$ cat src/rtl/snake_pkg.sv
// Shared constants and sizing helpers for the perimeter snake engine.
package snake_pkg;

    localparam int HEAD_PLANE = 1;
    localparam int BODY_PLANE = 0;

    function automatic int path_len(input int rows, input int cols);
        return 2 * (rows + cols) - 4;
    endfunction

    function automatic int pos_w(input int rows, input int cols);
        return $clog2(path_len(rows, cols));
    endfunction

endpackage

$ cat src/rtl/snake_path_map.sv
// Combinational map from a clockwise perimeter position to one-hot row/column.
module snake_path_map #(
    parameter int ROWS     = 8,
    parameter int COLS     = 8,
    parameter int PATH_LEN = 28,
    parameter int POS_W    = 5
) (
    input  logic [POS_W-1:0] pos,
    output logic             valid,
    output logic [ROWS-1:0]  row_oh,
    output logic [COLS-1:0]  col_oh
);

    int p_i;
    int r_i;
    int c_i;

    // Walk: top row rightwards, right column down, bottom row leftwards, left column up.
    always_comb begin
        p_i   = int'(pos);
        valid = 1'b1;
        r_i   = 0;
        c_i   = 0;
        if (p_i < COLS) begin
            r_i = 0;
            c_i = p_i;
        end else if (p_i <= COLS + ROWS - 2) begin
            r_i = p_i - COLS + 1;
            c_i = COLS - 1;
        end else if (p_i <= 2 * COLS + ROWS - 3) begin
            r_i = ROWS - 1;
            c_i = COLS - 2 - (p_i - (COLS + ROWS - 1));
        end else if (p_i < PATH_LEN) begin
            r_i = ROWS - 2 - (p_i - (2 * COLS + ROWS - 2));
            c_i = 0;
        end else begin
            valid = 1'b0;
        end
        row_oh = valid ? (ROWS'(1) << r_i) : '0;
        col_oh = valid ? (COLS'(1) << c_i) : '0;
    end

endmodule

$ cat src/rtl/snake_scan_engine.sv
// Perimeter snake on a scanned ROWS x COLS matrix: step divider, segment shift
// register, row ring counter and separate head/body column planes.
module snake_scan_engine
    import snake_pkg::*;
#(
    parameter int ROWS     = 8,
    parameter int COLS     = 8,
    parameter int MAX_LEN  = 8,
    parameter int STEP_DIV = 16,
    localparam int PATH_LEN = path_len(ROWS, COLS),
    localparam int POS_W    = pos_w(ROWS, COLS)
) (
    input  logic              clock,
    input  logic              reset,
    input  logic              enable,
    input  logic              dir,
    input  logic [3:0]        len_sel,
    output logic [ROWS-1:0]   turn,
    output logic [2*COLS-1:0] display,
    output logic [POS_W-1:0]  head_pos,
    output logic              wrap
);

    localparam int DIV_W = $clog2(STEP_DIV);

    logic [DIV_W-1:0]    div_q, div_d;
    logic [POS_W-1:0]    seg_q [MAX_LEN];
    logic [POS_W-1:0]    seg_d [MAX_LEN];
    logic [ROWS-1:0]     turn_q, turn_d;
    logic [2*COLS-1:0]   display_q, display_d;
    logic                wrap_q, wrap_d;
    logic                step;
    int                  len_eff;

    logic                seg_valid [MAX_LEN];
    logic [ROWS-1:0]     seg_row   [MAX_LEN];
    logic [COLS-1:0]     seg_col   [MAX_LEN];
    logic [COLS-1:0]     head_plane, body_plane;

    always_comb begin
        step   = enable && (div_q == DIV_W'(STEP_DIV - 1));
        div_d  = div_q;
        if (enable) begin
            div_d = step ? '0 : div_q + DIV_W'(1);
        end
        turn_d = {turn_q[ROWS-2:0], turn_q[ROWS-1]};
    end

    always_comb begin
        wrap_d = 1'b0;
        for (int i = 0; i < MAX_LEN; i++) begin
            seg_d[i] = seg_q[i];
        end
        if (step) begin
            if (dir) begin
                seg_d[0] = (seg_q[0] == '0) ? POS_W'(PATH_LEN - 1) : seg_q[0] - POS_W'(1);
                wrap_d   = (seg_q[0] == '0);
            end else begin
                seg_d[0] = (seg_q[0] == POS_W'(PATH_LEN - 1)) ? '0 : seg_q[0] + POS_W'(1);
                wrap_d   = (seg_q[0] == POS_W'(PATH_LEN - 1));
            end
            for (int i = 1; i < MAX_LEN; i++) begin
                seg_d[i] = seg_q[i-1];
            end
        end
    end

    // Map the next-state positions so the registered display matches the new turn.
    for (genvar g = 0; g < MAX_LEN; g++) begin : g_map
        snake_path_map #(
            .ROWS     (ROWS),
            .COLS     (COLS),
            .PATH_LEN (PATH_LEN),
            .POS_W    (POS_W)
        ) u_map (
            .pos    (seg_d[g]),
            .valid  (seg_valid[g]),
            .row_oh (seg_row[g]),
            .col_oh (seg_col[g])
        );
    end

    always_comb begin
        if (len_sel == 4'd0) begin
            len_eff = 1;
        end else if (int'(len_sel) > MAX_LEN) begin
            len_eff = MAX_LEN;
        end else begin
            len_eff = int'(len_sel);
        end

        head_plane = '0;
        body_plane = '0;
        if (seg_valid[0] && ((seg_row[0] & turn_d) != '0)) begin
            head_plane = seg_col[0];
        end
        for (int i = 1; i < MAX_LEN; i++) begin
            if ((i < len_eff) && seg_valid[i] && ((seg_row[i] & turn_d) != '0)) begin
                body_plane = body_plane | seg_col[i];
            end
        end

        display_d = '0;
        display_d[HEAD_PLANE*COLS +: COLS] = head_plane;
        display_d[BODY_PLANE*COLS +: COLS] = body_plane;
    end

    always_ff @(posedge clock) begin
        if (!reset) begin
            div_q     <= '0;
            turn_q    <= ROWS'(1);
            display_q <= '0;
            wrap_q    <= 1'b0;
            for (int i = 0; i < MAX_LEN; i++) begin
                seg_q[i] <= '0;
            end
        end else begin
            div_q     <= div_d;
            turn_q    <= turn_d;
            display_q <= display_d;
            wrap_q    <= wrap_d;
            for (int i = 0; i < MAX_LEN; i++) begin
                seg_q[i] <= seg_d[i];
            end
        end
    end

    assign turn     = turn_q;
    assign display  = display_q;
    assign head_pos = seg_q[0];
    assign wrap     = wrap_q;

endmodule

$ cat config.mk
export PLATFORM = sky130hd
export DESIGN_NAME = snake_scan_engine
export DESIGN_NICKNAME = d
export VERILOG_FILES = /design/src/rtl/snake_pkg.sv /design/src/rtl/snake_path_map.sv /design/src/rtl/snake_scan_engine.sv
export SDC_FILE = /design/constraint.sdc
export NUM_CORES = 1
export LEC_CHECK = 0
export CORE_MARGIN = 4
export CORE_UTILIZATION = 35
export CTS_CLUSTER_SIZE = 12
export DETAILED_ROUTE_END_ITERATION = 12
export HOLD_SLACK_MARGIN = 0.05
export PLACE_DENSITY = 0.59
export REMOVE_ABC_BUFFERS = 1
export SKIP_CTS_REPAIR_TIMING = 1
export SYNTH_ARGS = -nofsm -noshare
export SYNTH_HDL_FRONTEND = slang
export SYNTH_SLANG_ARGS = --single-unit
$ cat constraint.sdc
create_clock -name clock -period 10.1 [get_ports clock]
set_input_delay 2.02 -clock clock [delete_from_list [all_inputs] [get_ports clock]]
set_output_delay 2.02 -clock clock [all_outputs]
set_load 0.005 [all_outputs]
==> impl_results.md <==
* H-tree depth reported by CTS at 3
* Remaining Overflow, GRT at 0
* Cell Chain, Critical Path: clkdlybuf4s50_1, nand4_1, buf_12, mux2i_1, inv_1, ha_1, nand2_1, o21ai_0, a2bb2oi_1, a21o_1, ha_1, nand4b_1, nor4_1, nand4_1, a2111oi_0, o21ai_0, a211oi_1, a22o_1, nor3b_1, o221ai_1
* LEAKAGE at 6.27 nW
* #FFs+latches synth at 69
* CTS sink count at 69
* Vias at 15913
* Number of global-route vias before repair at 15107
* Commonest non-fill, non-tap cell in the layout: ha_1
* Wire length of the first global-routing pass at 78800 µm
* Warnings from Yosys at 0
* Post-DP HPWL at 37600 µm
* Peak supply drop at 0.0781 mV
* Post-synth EDFFs at 0
* Final hold violations at 0
* GRT Total Usage at 0.198
* Final setup fails at 0
* Asr flop ratio synth at 0
* Clk buf depth at 2
* HP Class: reg2reg
* Rows at 76
* Reg clk slew, reported paths at 70 ps
* Gp weighted congestion at 0.971
* Met1 usage at 0.263
* Worst Max-Slew Pin Slew at 1080 ps
* Beginning of the critical path: enable
* RSZ-0062 raised after global routing: false
* Input/output buffers at 37
* Placed standard-cell area at 0.0160 mm²
* Post-synthesis cell count at 2061
* CP arrival at 8530 ps
* DRC Markers at 0
* Slew headroom at 0.263
* Synth-to-Final Area Change at 6.33%
* Reg2Reg Depth at 20
* Most frequent cells in the layout: 249 x ha_1, 220 x nand2_1, 138 x nor2_1
* Core ar. at 0.0433 mm²
* Root buffer cell: clkbuf_16
* Post-DRT Antenna Nets at 0
* Crit-path max cell delay at 850 ps
* Highest Clock Rate at 121 MHz
* WL/cell at 18.7 µm
* GRT Max-Usage Layer: met2
* DR vias/cell at 6.12
* Final instance area at 0.0164 mm²
* Critical path endpoint category: flop
* Die H at 218 µm
* Met2 GRT Util at 0.328
* Count of final max-slew check failures at 0
* CP required at 10370 ps
* Crit-path slowest cell: o21ai_0
* Power per Cell Area at 40.9 mW/mm²
* Max Cap Violations at 0
* Crit-path max FO at 83
* Pre-antenna DRT Iters at 8
* # diodes at 0
* Period utilization at 0.818
* Critical Path Sink: display[5]
* Flip-flop and latch area at 0.00138 mm²
* Top_reg_cell synth: dfxtp_1
* Filler cells at 4496
* Flop-to-flop setup slack at 3500 ps
* CTS tree: done
* Worst r2r src: div_q[0]
* Met3 usage at 0.0281
* Layout cells sized above 1 at 0.0546
* Boundary Pins at 38
* Status: complete, no violations
* Clk_skew at 10.3 ps
* Die Area at 0.0474 mm²
* Worst hold slack at 544 ps
* Initial antenna violation count at 0
* Worst setup SP type: input pin
* Post-Route WL at 48700 µm
* Initial drt markers at 1420
* Mean post-synth cell area at 7.46 µm²
* RR Endpoint: display[5]
* Setup TNS at 0 ps
* Fin nets at 2267
* Worst skew pair latency at 360 ps
* Seq/Total Area, Yosys at 0.0898
* Multi-input logic area at 0.0131 mm²
* Largest net degree at the start of global routing at 84
* CTS buffer count at 9
* Kind of critical path: in2reg
* DIE WIDTH at 218 µm
* Synth Cell Area at 0.0154 mm²
* Final min period at 8260 ps
* Yosys cell types at 106
* Initial core utilization at 0.356
[report_power, final]
| group | switching, W | internal [W] | leakage [nW] |
|---|---|---|---|
| logic | 0.0000197 | 0.0000109 | 5.56 |
| clock network | 0.000140 | 0.000220 | 0.161 |
| registers | 0.00000477 | 0.000274 | 0.557 |
| total | 0.000165 | 0.000504 | 6.27 |
[logic make-up after synthesis]
family,Yosys count,share of synthesized area
AOI/OAI and AO/OA,518,0.241
xor gates and xnor gates,70,0.0420
muxes,98,0.0733
adders and majority gates,249,0.203
buffers and inverters,206,0.0604
DFF,69,0.0898
and+or+nand+nor,851,0.292
[cell usage after synthesis (30+ instances only)]
library cell	instances	area, µm²
nor3_1	50	250
ha_1	249	3120
nor4_1	38	238
nand2b_1	48	300
dfxtp_1	69	1380
xnor2_1	46	403
a21oi_1	84	420
o21ai_0	89	445
or3_1	30	188
clkbuf_1	77	289
nand2_1	220	826
nand4_1	42	263
nor2_1	138	518
mux2i_1	69	691
nand3_1	107	536
inv_1	80	300
[routing by layer]
layer,part of all wire,vias to the layer above
met4,0.039,0
met5,0,-
met3,0.065,117
li1,-,7668
met1,0.45,7510
met2,0.45,618
[critical path: cells and delay by family]
kind            cells  cell delay (ps)
compound gates      8             3070
buf+inv             3             1190
simple gates        6             1020
fa+ha+maj           2              830
mux                 1              330
[state kept, by name, summed over array words and instances (netlist names)]
register and flops:
seg_q 40, display 16, turn 8, div_q 4, wrap 1
[stage by stage]
step | util | total power (W) | cells | setup slack (ps)
global placement | 0.370 | 0.000314 | 2584 | 1870
floorplan | - | 0.000295 | 1947 | 146
CTS | 0.378 | 0.000674 | 2600 | 1940
detailed placement | 0.370 | 0.000314 | 2584 | 1590
global route | 0.378 | 0.000687 | 2600 | 1290
finish | 0.378 | 0.000669 | 2600 | 1840
[worst min-delay path by stage]
stage | start | cells after the start | end | slack, ps
2_1_floorplan | div_q[3] | 2 | div_q[3] | 480
3_3_place_gp | div_q[3] | 2 | div_q[3] | 520
3_5_place_dp | div_q[3] | 2 | div_q[3] | 540
4_1_cts | div_q[3] | 2 | div_q[3] | 550
5_1_grt | div_q[3] | 2 | div_q[3] | 590
6_report | div_q[3] | 2 | div_q[3] | 540
[cell type report]
class,instances,share of cell area
clock buffer,9,0.0138
clock inverter,7,0.00635
inverter,92,0.0211
multi-input combinational,1786,0.799
sequential,69,0.0845
tap,585,0.0448
timing repair buffer,52,0.0303
Note: power is estimated with default switching activity, not from simulation.
